==> config.mk <==
export PLATFORM = sky130hd
export DESIGN_NAME = jk_excite_drv
export DESIGN_NICKNAME = d
export VERILOG_FILES = /design/src/rtl/jk_pkg.sv /design/src/rtl/jk_excite_bit.sv /design/src/rtl/jk_excite_drv.sv
export SDC_FILE = /design/constraint.sdc
export NUM_CORES = 1
export LEC_CHECK = 0
export ABC_AREA = 1
export CORE_ASPECT_RATIO = 0.75
export CORE_MARGIN = 8
export CORE_UTILIZATION = 45
export DETAILED_ROUTE_END_ITERATION = 8
export PLACE_DENSITY_LB_ADDON = 0.2
export SLEW_MARGIN = 15
export SYNTH_ARGS = -nofsm -noshare
export SYNTH_HDL_FRONTEND = slang
export SYNTH_SLANG_ARGS = --single-unit
==> constraint.sdc <==
create_clock -name clk -period 1.27 [get_ports clk]
set_input_delay 0.254 -clock clk [delete_from_list [all_inputs] [get_ports clk]]
set_output_delay 0.254 -clock clk [all_outputs]
set_load 0.05 [all_outputs]
==> src/rtl/jk_pkg.sv <==
// Shared JK excitation codes, controller states and the per-bit excitation
// function used by the JK flip-flop bank driver.
package jk_pkg;

   localparam logic [1:0] JK_HOLD = 2'b00;
   localparam logic [1:0] JK_RST  = 2'b01;
   localparam logic [1:0] JK_SET  = 2'b10;
   localparam logic [1:0] JK_TGL  = 2'b11;

   typedef enum logic [1:0] {
      IDLE,
      DRIVE,
      CHECK
   } state_t;

   // Inverse JK table: the don't-care half of each code is filled with dc_fill.
   function automatic logic [1:0] jk_excite(input logic q, input logic d, input logic dc_fill);
      logic [1:0] code;
      case ({q, d})
         2'b00:   code = {1'b0, dc_fill};
         2'b01:   code = {1'b1, dc_fill};
         2'b10:   code = {dc_fill, 1'b1};
         default: code = {dc_fill, 1'b0};
      endcase
      return code;
   endfunction

endpackage

==> src/rtl/jk_excite_bit.sv <==
// Combinational excitation for one JK flip-flop: present state and desired
// next state in, {J,K} out.
module jk_excite_bit
   import jk_pkg::*;
#(
   parameter bit DC_FILL = 1'b0
) (
   input  logic       q,
   input  logic       d,
   output logic [1:0] jk
);

   assign jk = jk_excite(q, d, DC_FILL);

endmodule

==> src/rtl/jk_excite_drv.sv <==
// Drives a bank of W JK flip-flops to a requested state: one DRIVE cycle of
// excitation, one CHECK cycle against the feedback, bounded retries, sticky err.
module jk_excite_drv
   import jk_pkg::*;
#(
   parameter int W         = 4,
   parameter bit DC_FILL   = 1'b0,
   parameter int MAX_RETRY = 2
) (
   input  logic           clk,
   input  logic           rst,
   input  logic           tgt_valid,
   output logic           tgt_ready,
   input  logic [W-1:0]   tgt_data,
   input  logic [W-1:0]   q_fb,
   output logic [2*W-1:0] jk_out,
   output logic           busy,
   output logic           done,
   output logic           err
);

   localparam int CW = (MAX_RETRY > 0) ? $clog2(MAX_RETRY + 1) : 1;
   localparam logic [CW-1:0] RMAX = CW'(MAX_RETRY);

   state_t         state, state_nx;
   logic [W-1:0]   tgt_q, tgt_nx, d_sel;
   logic [CW-1:0]  retry, retry_nx;
   logic [2*W-1:0] jk_calc, jk_nx;
   logic           err_nx;
   logic           match;

   // First attempt excites toward the incoming word; retries toward the latched one.
   assign d_sel = (state == IDLE) ? tgt_data : tgt_q;

   for (genvar gi = 0; gi < W; gi++) begin : g_bit
      jk_excite_bit #(.DC_FILL(DC_FILL)) u_bit (
         .q  (q_fb[gi]),
         .d  (d_sel[gi]),
         .jk (jk_calc[2*gi+1:2*gi])
      );
   end

   assign match = (q_fb == tgt_q);

   always_comb begin
      state_nx = state;
      tgt_nx   = tgt_q;
      retry_nx = retry;
      jk_nx    = {W{JK_HOLD}};
      err_nx   = err;
      case (state)
         IDLE: begin
            if (tgt_valid && !err) begin
               state_nx = DRIVE;
               tgt_nx   = tgt_data;
               retry_nx = '0;
               jk_nx    = jk_calc;
            end
         end
         DRIVE: state_nx = CHECK;
         CHECK: begin
            if (match) begin
               state_nx = IDLE;
            end else if (retry < RMAX) begin
               state_nx = DRIVE;
               retry_nx = retry + CW'(1);
               jk_nx    = jk_calc;
            end else begin
               state_nx = IDLE;
               err_nx   = 1'b1;
            end
         end
         default: state_nx = IDLE;
      endcase
   end

   always_ff @(posedge clk) begin
      if (rst) begin
         state  <= IDLE;
         tgt_q  <= '0;
         retry  <= '0;
         jk_out <= '0;
         err    <= 1'b0;
      end else begin
         state  <= state_nx;
         tgt_q  <= tgt_nx;
         retry  <= retry_nx;
         jk_out <= jk_nx;
         err    <= err_nx;
      end
   end

   // Gated by rst so neither handshake nor completion shows during a reset cycle.
   assign tgt_ready = (state == IDLE) && !rst;
   assign busy      = (state != IDLE);
   assign done      = (state == CHECK) && match && !rst;

endmodule
==> After elaboration in Yosys (flattened, before gate mapping) <==
Index checks and enable logic that the tools add are counted.
{ "word_totals": {"regBits": 17, "inputBits": 11, "out_inout_bits": 12, "wordCells": 52} }
{ "op_classes": {"addsub": 1, "n_lt_le_gt_ge": 1, "eq_ne": 14, "muxes": 17, "bitwise_logic": 2, "n_reduce_logical": 12} }
{ "ops": {"columns": ["op", "count"], "rows": [
  ["$mux 8", 3],
  ["$pmux 2 s2", 5],
  ["$pmux 8 s2", 1],
  ["$eq 2x1->1 const B", 5],
  ["$eq 2x2->1 const B", 5],
  ["$mux 2", 4],
  ["$pmux 2 s3", 1],
  ["$eq 4x4->1", 1],
  ["$logic_and 1x1->1", 4],
  ["$mux 4", 1],
  ["$ne 2x2->1 const B", 2],
  ["$reduce_and 4->1", 1],
  ["$reduce_bool 2->1", 2],
  ["$reduce_and 3->1", 1],
  ["$add 2x1->2 const B", 1],
  ["$logic_not 1->1", 2],
  ["$logic_not 2->1", 1],
  ["$lt 2x2->1 const B", 1],
  ["$mux 1", 2],
  ["$ne 2x1->1 const B", 1],
  ["$not 1->1", 2],
  ["$reduce_and 2->1", 1]
]} }

==> Longest topological paths before layout <==
Gate-level depths: netlist of the first run.
{ "logic_depth": {"depth_word": 7, "depth_mapped": 8, "ltp_nobuf": 8} }

==> Cells and area by module <==
A second synthesis of the first run with hierarchy kept.
{ "hier_totals": {"hier_cells": 117, "area_unflattened_um2": 825.8} }
{ "by_module_without_submodules": {"columns": ["mod", "instances", "cells_per_inst", "area_each_um2", "seq_area_each_um2"], "rows": [
  ["jk_excite_drv", 1, 101, 765.7, 340.3],
  ["jk_excite_bit", 4, 4, 15.0, 0.0]
]} }

==> Worst setup path before layout of the first run <==
OpenSTA, ideal clock, no wires.
{ "synth_path": {"path_type": "flip-flop to output port", "startpoint": "register tgt_q[1]", "endpoint": "output port done", "arrival_ns": 1.384, "required_time_ns": 1.016, "path_slack_ns": -0.368, "path_stages_with_launch": 7, "n_path_buf": 0, "path_cell_list": "dfxtp_1 inv_1 nand2_1 nand2_1 nor2_2 nand3_2 nor2_1"} }
{ "synth_between": {"elab_chain_len": 3} }
{ "synth_rtl": {"columns": ["element", "line", "rtl"], "rows": [
  ["from (decl)", "jk_excite_drv.sv:26", "logic [W-1:0] tgt_q, tgt_nx, d_sel;"],
  ["from (signal assigned)", "jk_excite_drv.sv:86", "tgt_q <= tgt_nx;"],
  ["$eq 4x4->1", "jk_excite_drv.sv:43", "assign match = (q_fb == tgt_q);"],
  ["$logic_and 1x1->1 (2 in series)", "jk_excite_drv.sv:96", "assign done = (state == CHECK) && match && !rst;"],
  ["to (decl)", "jk_excite_drv.sv:18", "output logic done,"]
]} }
No other way between the ends.

==> Worst setup path in the final report of the first run <==
{ "layout_path": {"startpoint": "register tgt_q[2]", "endpoint": "output port done"} }
Same word-level chain as after synthesis.

==> flow_summary.json, run 1 <==
{
  "first_global_vias": 777,
  "min_from": "q_fb[0]",
  "period_share_pct": 123,
  "antenna_found_initial": 0,
  "grt_max_degree": 11,
  "worst-path-max-fanout": 2,
  "clockRootBuffer": "clkbuf_4",
  "cts.hold.buffers_added": 0,
  "drt_iter0_markers": 25,
  "max-cap-violations": 0,
  "crit_buf_inv": 1,
  "die_width_um": 64.3,
  "vias_per_cell": 5.34,
  "core_um2": 1690,
  "numCtsBuffers": 3,
  "power_density_nw_per_um2": 1000,
  "synthSimpleGateAreaFrac_pct": 36.1,
  "fillers": 110,
  "crit_chain": "nand2_1 -> nand2_2 -> nor2_4 -> nand3_4 -> nor2_4 -> buf_12",
  "synth_seq_cells": 17,
  "die_h_um": 52.2,
  "synth_fp_nets": 112,
  "overflow": 0,
  "p_total_mw": 1.38,
  "finalHoldViolations": 0,
  "report.final.slew_viol_count": 0,
  "synthTopCellsByArea": "dfxtp_1 (43%), nand2_1 (11%), inv_1 (5.7%)",
  "hold-worst-slack_ns": 0.375,
  "final-seq-area_um2": 349,
  "worst_slew_pin_slew_ns": 0.320,
  "yosys.cell_count.top_type": "nand2_1",
  "grt_pass1_wl_um": 3390,
  "fin_util_pct": 81.4,
  "hpwl_um": 1560,
  "detail_route.wl_per_cell_um": 15.8,
  "start_util_pct": 46.5,
  "io_buffers": 22,
  "path_delay_family": "simple AND/OR/NAND/NOR gates",
  "hp-class": "input port to register",
  "routed_wl_um": 2620,
  "stdcell_count": 166,
  "finalSetupViolCount": 2,
  "ant_nets": 0,
  "multi_input_area_um2": 463,
  "rsz0062_at_grt": "true",
  "worst_path_max_delay_cell": "dfxtp_2",
  "synth_common_cells": "nand2_1 (23), dfxtp_1 (17), inv_1 (12)",
  "r2r-start": "state[0]$_SDFFE_PP0N_",
  "synth_compound_area_share_pct": 13.0,
  "synth.area.mux_share_pct": 0,
  "p_leak_nw": 0.580,
  "status": "finished with violations",
  "ys.flop_type": "dfxtp_1",
  "cp-end-kind": "output pin",
  "finClkSkew_ns": 0.00360,
  "area_growth_pct": 74.9,
  "rr_endpoint": "jk_out[2]$_SDFF_PP0_",
  "crit_path_max_incr_delay_ns": 0.34,
  "synth_top_area_cell": "dfxtp_1",
  "cpMostUsedCell": "nor2_4",
  "synthXorXnorAreaFrac_pct": 0,
  "rows": 13,
  "synthArstFlopShare_pct": 0,
  "place_inst": 151,
  "cts_tree": "yes",
  "min_path_cells": 3,
  "drcViolationCount": 0,
  "yosysTopAreaCellShare_pct": 43.2,
  "firstDrtPassIters": 4,
  "violations": "setup timing",
  "grt_usage_pct": 13.5,
  "syn-cell-area_um2": 787,
  "seq_area_frac_synth_pct": 43.2,
  "fmax_ghz": 0.639,
  "setup_slack_ns": -0.295,
  "pre_cts_ws_ns": -0.513,
  "ys_warn_count": 0,
  "gp_congestion": 0.805,
  "r2r_slack_ns": 0,
  "worstPathRequired_ns": 1.02,
  "clk_path_buf_depth": 2,
  "final_net_count": 156,
  "syn_avg_cell_area_um2": 7.79,
  "path_class": "register to output pin",
  "num_vias": 886,
  "synth_fa_ha_area_share_pct": 0,
  "ys_types": 20,
  "path_clk_slew_ns": 0.10,
  "fin_crit_ns": 1.56,
  "reg2regPathDepth": 7,
  "max_slew_margin_pct": 78.4,
  "critPathArrivalTime_ns": 1.31,
  "ioPinCount": 23,
  "crit_path_start_kind": "register",
  "min_to": "jk_out[0]$_SDFF_PP0_",
  "die-area_um2": 3360,
  "syn_inst": 101,
  "synth-edff-count": 0,
  "peakVddDrop_uv": 1100,
  "synth_top_family_by_area": "simple AND/OR/NAND/NOR gates",
  "insertion_delay_ns": 0.30,
  "cts.htree.levels": 1,
  "n_antenna_cell": 0,
  "drive_above_1_share_pct": 48.6,
  "cts_sinks": 17
}
-- stage by stage --
stage	TNS (ns)	instance area (µm²)
final	-0.379	1380
after global routing	-0.624	1380
after CTS	-0.394	1310
after detailed placement	-4.51	1210
after global placement	-4.09	1210
after floorplan	-0.0117	803
-- timing repair --
| item | CTS | global route |
|---|---|---|
| resized for setup | 20 | 8 |
| hold endpoints to repair | 0 | 0 |
| gates cloned | 0 | 2 |
| setup endpoints to repair | 12 | 14 |
| pin swaps | 7 | 7 |
| buffers inserted | 5 | 4 |
-- final cells by class --
class / count / share of cell area (%)
sequential: 17 / 25.4
inverter: 13 / 3.73
tap: 22 / 2.00
timing repair buffer: 38 / 33.4
multi-input combinational: 72 / 33.6
clock buffer: 4 / 1.91
-- sequential cells by signal (all words and copies together), names as in the netlist --
register,flops
state,2
tgt_q,4
retry,2
jk_out,8
err,1
-- kinds of logic after synthesis --
family	count (synthesis)
AND/OR/NAND/NOR	54
flip-flops	17
AO/OA/AOI/OAI	16
buffers and inverters	14
-- worst min-delay path, cell delays in order --
cell           delay [ns]
dlygate4sd2_1        0.26
nand3_1              0.08
nor2_1               0.04
-- routing by layer --
layer  global-route usage [%]  share of wire (%)  vias to the layer above
met5                        0                  0                        -
met1                     12.7                 38                      429
met2                     23.6                 53                       34
met4                     7.58                2.6                        0
met3                     7.05                6.5                       10
li1                         -                  -                      413
-- worst max-delay path by stage --
stage,from,to,slack (ns),depth (start not counted)
3_5_place_dp,q_fb[2],done,-0.51,8
2_1_floorplan,tgt_q[1]$_SDFFE_PP0P_,done,-0.01,6
6_report,tgt_q[2]$_SDFFE_PP0P_,done,-0.29,6
4_1_cts,tgt_q[0]$_SDFFE_PP0P_,done,-0.32,7
3_3_place_gp,q_fb[2],done,-0.50,8
5_1_grt,tgt_q[2]$_SDFFE_PP0P_,done,-0.36,6
-- layout by cell type, fill, tap and decap left out, drive strengths merged --
master and n:
clkbuf 4, clkdlybuf4s50 6, nand3 11, dfxtp 17
buf 28, or2 1, nor3 5, nand2 26
o21ai 9, nor2 13, dlygate4sd2 4, inv 13
a21oi 7
-- power breakdown --
part           switching [mW]  internal (mW)
clock                   0.174          0.123
combinational           0.273          0.215
sequential             0.0253          0.566
(Power assumes the default switching activity.)
==> run 2, diff against run 1 <==
CELL_PAD_IN_SITES_DETAIL_PLACEMENT = 0   (was unset)
CELL_PAD_IN_SITES_GLOBAL_PLACEMENT = 1   (was unset)
CORE_UTILIZATION = 32   (was 45)
SETUP_SLACK_MARGIN = 0.05   (was unset)
SLEW_MARGIN = 20   (was 15)
==> run 2 against run 1 <==
Effect of this change:
- final area shrank 3.6%
- register-to-register slack improved by 0.08 ns
- the run still ends with setup timing left
- worst setup slack improved by 0.015 ns
- global-route usage is 3.2 points lower
- cell count is 4.2% higher
- clock skew decreased by 0.0012 ns
==> flow_summary.json, run 2 (synthesis results as in run 1) <==
{
  "rsz0062_at_grt": "true",
  "hp-class": "input port to register",
  "peakVddDrop_uv": 630,
  "overflow": 0,
  "critPathArrivalTime_ns": 1.30,
  "layout_commonest_cell": "nand2_1",
  "clk_path_buf_depth": 2,
  "core_um2": 2310,
  "hpwl_um": 1480,
  "drive_above_1_share_pct": 41.0,
  "period_share_pct": 122,
  "cts.htree.levels": 1,
  "finClkSkew_ns": 0.00245,
  "max_flop_register": "jk_out",
  "p_leak_nw": 0.557,
  "largest_reg_flops": 8,
  "seqPwrFrac_pct": 45.1,
  "worst_slew_pin_slew_ns": 0.286,
  "insertion_delay_ns": 0.30,
  "final-seq-area_um2": 349,
  "worstPathRequired_ns": 1.02,
  "numCtsBuffers": 3,
  "p_clk_share_pct": 22.6,
  "grt_usage_pct": 10.2,
  "report.final.slew_viol_count": 0,
  "detail_route.wl_per_cell_um": 11.7,
  "worst-path-max-fanout": 3,
  "firstDrtPassIters": 4,
  "ioPinCount": 23,
  "finalSetupViolCount": 2,
  "grt_max_degree": 11,
  "multi_input_area_um2": 428,
  "final_net_count": 151,
  "drt_iter0_markers": 29,
  "clockRootBuffer": "clkbuf_4",
  "num_vias": 780,
  "routed_wl_um": 2030,
  "io_buffers": 22,
  "n_antenna_cell": 0,
  "setup_slack_ns": -0.280,
  "violations": "setup timing",
  "area_growth_pct": 68.5,
  "die-area_um2": 4320,
  "status": "finished with violations",
  "fin_crit_ns": 1.55,
  "fillers": 227,
  "pre_cts_ws_ns": -0.447,
  "cp-end-kind": "output pin",
  "p_comb_share_pct": 32.3,
  "die_h_um": 59.0,
  "ant_nets": 0,
  "reg_top3": "jk_out: 8 flops, tgt_q: 4 flops",
  "gp_congestion": 0.724,
  "finalHoldViolations": 0,
  "power_density_nw_per_um2": 986,
  "path_class": "register to output pin",
  "switching_share_pct": 32.8,
  "fmax_ghz": 0.645,
  "max_slew_margin_pct": 80.7,
  "cts_sinks": 17,
  "max-cap-violations": 0,
  "path_clk_slew_ns": 0.10,
  "crit_path_start_kind": "register",
  "die_width_um": 73.3,
  "antenna_found_initial": 0,
  "layout_common_cells": "nand2_1 (23), buf_12 (12), buf_4 (11)",
  "switchingPower_uw": 430,
  "start_util_pct": 34.1,
  "rows": 15,
  "cts.hold.buffers_added": 0,
  "grt_pass1_wl_um": 3270,
  "vias_per_cell": 4.51,
  "hold-worst-slack_ns": 0.363,
  "drcViolationCount": 0,
  "p_int_uw": 879,
  "cts_tree": "yes",
  "first_global_vias": 757
}
==> run 2: changes by cell type in the layout (fill, tap and decap cells not counted), sizes merged <==
cell   previous run  this run
nand2            26        25
buf              28        24
==> run 2: area by class of cell <==
type / instances / share of cell area, %
Timing Repair Buffer: 34 / 32.4
Clock buffer: 4 / 1.98
Multi-Input combinational cell: 71 / 32.3
Tap cell: 34 / 3.21
Inverter: 13 / 3.87
Sequential cell: 17 / 26.3
==> run 2: routing by layer <==
layer	wire (µm)	share of wire, %	GRT usage (%)	vias up
li1	-	-	-	403
met1	849	42	9.42	351
met2	942	46	17.8	21
met3	202	9.9	5.93	5
met4	37	1.8	5.11	0
met5	0	0	0	-
==> run 2: repair_timing <==
action | CTS | global route
pin swaps | 8 | 8
setup endpoints to repair | 13 | 13
gates resized for setup | 11 | 6
setup buffers | 3 | 2
gates cloned | 0 | 1
==> run 2: power groups by stage <==
stage	Clock, mW	Sequential (mW)	Combinational, mW
floorplan	0	0.622	0.195
detailed placement	0	0.597	0.386
global route	0.342	0.595	0.454
CTS	0.306	0.588	0.405
finish	0.296	0.591	0.422
global placement	0	0.596	0.383
==> run 2: final timing paths <==
path / from / end / slack, ns / cells after the start
worst max-delay path: tgt_q[1]$_SDFFE_PP0P_ / done / -0.28 / 7
worst min-delay path: q_fb[1] / jk_out[2]$_SDFF_PP0_ / 0.36 / 3
worst max register to register: tgt_q[1]$_SDFFE_PP0P_ / retry[0]$_SDFFE_PP0P_ / 0.08 / 8
worst min register to register: tgt_q[1]$_SDFFE_PP0P_ / tgt_q[1]$_SDFFE_PP0P_ / 0.47 / 2
==> run 2: critical path, stage by stage, from the launching register on <==
cell and delay [ns]:
dfxtp_2 0.35, inv_2 0.04, nand2_1 0.05, nand2_1 0.06, nor2_2 0.14, nand3_2 0.12
nor2_4 0.11, buf_12 0.14
==> run 2: per-stage QoR <==
step	power, mW	utilization, %	TNS (ns)	cells	area [µm²]
detailed placement	0.983	53.6	-5.14	164	1240
global placement	0.978	53.6	-4.80	164	1240
floorplan	0.817	-	-0.0117	101	806
global route	1.39	57.5	-0.593	173	1330
finish	1.31	57.5	-0.360	173	1330
CTS	1.30	56.1	-0.408	171	1290
==> run 3, diff against run 2 <==
CTS_CLUSTER_DIAMETER = 100   (was unset)
SETUP_SLACK_MARGIN = unset   (was 0.05)
==> run 3 against run 2 <==
Effect of this change:
- the run still ends with setup timing left
- final area increased by 6.7%
- sequential power is essentially flat
- combinational power grew 17%
- first-iteration DRC count shrank 31%
- power up 5.8%
- routed wire length is 6.3% higher
- non-clock buffer count increased by 4
- critical path type unchanged
==> flow_summary.json, run 3 (synthesis results as in run 1) <==
{
  "crit_path_max_incr_delay_ns": 0.35,
  "worst_path_max_delay_cell": "dfxtp_2",
  "firstDrtPassIters": 4,
  "grt_max_degree": 10,
  "cts_sinks": 17,
  "hp-class": "input port to register",
  "numCtsBuffers": 3,
  "insertion_delay_ns": 0.30,
  "layout_common_cells": "nand2_1 (16), buf_12 (14), buf_4 (13)",
  "design_area_um2": 1420,
  "drive_above_1_share_pct": 48.3,
  "violations": "setup timing",
  "gp_congestion": 0.716,
  "p_total_mw": 1.38,
  "first_global_vias": 793,
  "grt_pass1_wl_um": 3450,
  "routed_wl_um": 2160,
  "final_net_count": 155,
  "hpwl_um": 1480,
  "peakVddDrop_uv": 639,
  "fillers": 203,
  "reg_top3": "jk_out: 8 flops, tgt_q: 4 flops",
  "drcViolationCount": 0,
  "path_delay_family": "simple AND/OR/NAND/NOR gates",
  "finalHoldViolations": 0,
  "drt_iter0_markers": 20,
  "place_inst": 163,
  "grt.busiest_layer": "met2",
  "clockRootBuffer": "clkbuf_4",
  "grt_use_met3_pct": 5.25,
  "crit_cells": 7,
  "vias_per_cell": 4.55,
  "cp-end-kind": "output pin",
  "worst-path-max-fanout": 2,
  "max_flop_register": "jk_out",
  "ioPinCount": 23,
  "finClkSkew_ns": 0.00513,
  "start_util_pct": 34.1,
  "fin_util_pct": 61.3,
  "io_buffers": 22,
  "antenna_found_initial": 0,
  "overflow": 0,
  "num_vias": 806,
  "r2r_slack_ns": 0.05,
  "p_leak_nw": 0.588,
  "rsz0062_at_grt": "true",
  "finalSetupViolCount": 3,
  "max-cap-violations": 0,
  "period_share_pct": 122,
  "crit_chain": "inv_2 -> nand2_2 -> nand2_2 -> nor2_4 -> nand3_2 -> nor2_4 -> buf_12",
  "layout_commonest_cell": "nand2_1",
  "grt_util_met2_pct": 17.7,
  "die-area_um2": 4320,
  "die_width_um": 73.3,
  "cts.htree.levels": 1,
  "r2r-start": "state[0]$_SDFFE_PP0N_",
  "stdcell_count": 177,
  "max_slew_margin_pct": 80.0,
  "grt_usage_pct": 10.4,
  "startpoint": "tgt_q[2]$_SDFFE_PP0P_",
  "path_class": "register to output pin",
  "critPathArrivalTime_ns": 1.29,
  "report.final.slew_viol_count": 0,
  "grt_util_met1_pct": 11.6,
  "power_density_nw_per_um2": 978,
  "path_clk_slew_ns": 0.10,
  "crit_path_start_kind": "register",
  "fmax_ghz": 0.647,
  "largest_reg_flops": 8,
  "worstPathRequired_ns": 1.02,
  "rr_endpoint": "jk_out[5]$_SDFF_PP0_",
  "n_antenna_cell": 0,
  "worst_setup_path_endpoint": "done",
  "area_growth_pct": 79.8,
  "fin_crit_ns": 1.54,
  "setup_slack_ns": -0.275,
  "ant_nets": 0,
  "core_um2": 2310,
  "crit_buf_inv": 2,
  "place_area_um2": 1230,
  "status": "finished with violations",
  "reg2regPathDepth": 7,
  "die_h_um": 59.0,
  "clk_path_buf_depth": 2,
  "rows": 15,
  "cts_tree": "yes",
  "detail_route.wl_per_cell_um": 12.2,
  "worst_slew_pin_slew_ns": 0.298
}
-- run 3: layout make-up --
type                    instances  area, µm²  area share, %
multi-input cells              71        459           32.4
inverters                      13       53.8           3.80
repair buffers                 38        484           34.2
well taps                      34       42.5           3.01
clock buffers                   4       26.3           1.86
flip-flops and latches         17        349           24.7
-- run 3: repair_timing --
action | in CTS | in global routing
resized for setup | 12 | 18
pin swaps | 6 | 7
gates cloned | 1 | 0
hold buffers | 0 | 0
setup buffers | 6 | 5
setup endpoints to repair | 13 | 14
-- run 3: where the power goes --
group | internal, mW | switching [mW] | leakage, nW
Combinational | 0.236 | 0.259 | 0.432
Clock | 0.122 | 0.177 | 0.0150
Sequential | 0.566 | 0.0238 | 0.141
-- run 3: tightest hold or removal path, cell delays in order --
cell,delay (ns)
dlygate4sd2_1,0.26
nand3_1,0.08
nor2_1,0.04
-- run 3: layer usage --
layer  routed length [µm]  part of all wire (%)  vias to the layer above
met1                  932                    43                      375
met4                    0                     0                        0
met5                    0                     0                        -
met3                  173                   8.0                        0
li1                     -                     -                      413
met2                 1050                    49                       18
-- run 3: how the worst min path moves through the flow --
stage / startpoint / slack, ns / end / depth (start not counted)
3_5_place_dp: tgt_q[3]$_SDFFE_PP0P_ / 0.48 / tgt_q[3]$_SDFFE_PP0P_ / 2
3_3_place_gp: tgt_q[3]$_SDFFE_PP0P_ / 0.47 / tgt_q[3]$_SDFFE_PP0P_ / 2
6_report: q_fb[0] / 0.37 / jk_out[0]$_SDFF_PP0_ / 3
5_1_grt: q_fb[0] / 0.37 / jk_out[0]$_SDFF_PP0_ / 3
2_1_floorplan: q_fb[0] / 0.40 / jk_out[0]$_SDFF_PP0_ / 2
4_1_cts: q_fb[0] / 0.36 / jk_out[0]$_SDFF_PP0_ / 3
-- run 3: through the flow --
step | setup WS (ns) | hold slack, ns | setup TNS [ns]
global route | -0.351 | 0.369 | -0.685
finish | -0.275 | 0.368 | -0.381
detailed placement | -0.429 | 0.480 | -4.93
global placement | -0.438 | 0.475 | -4.85
CTS | -0.342 | 0.358 | -0.458
floorplan | -0.0117 | 0.398 | -0.0117
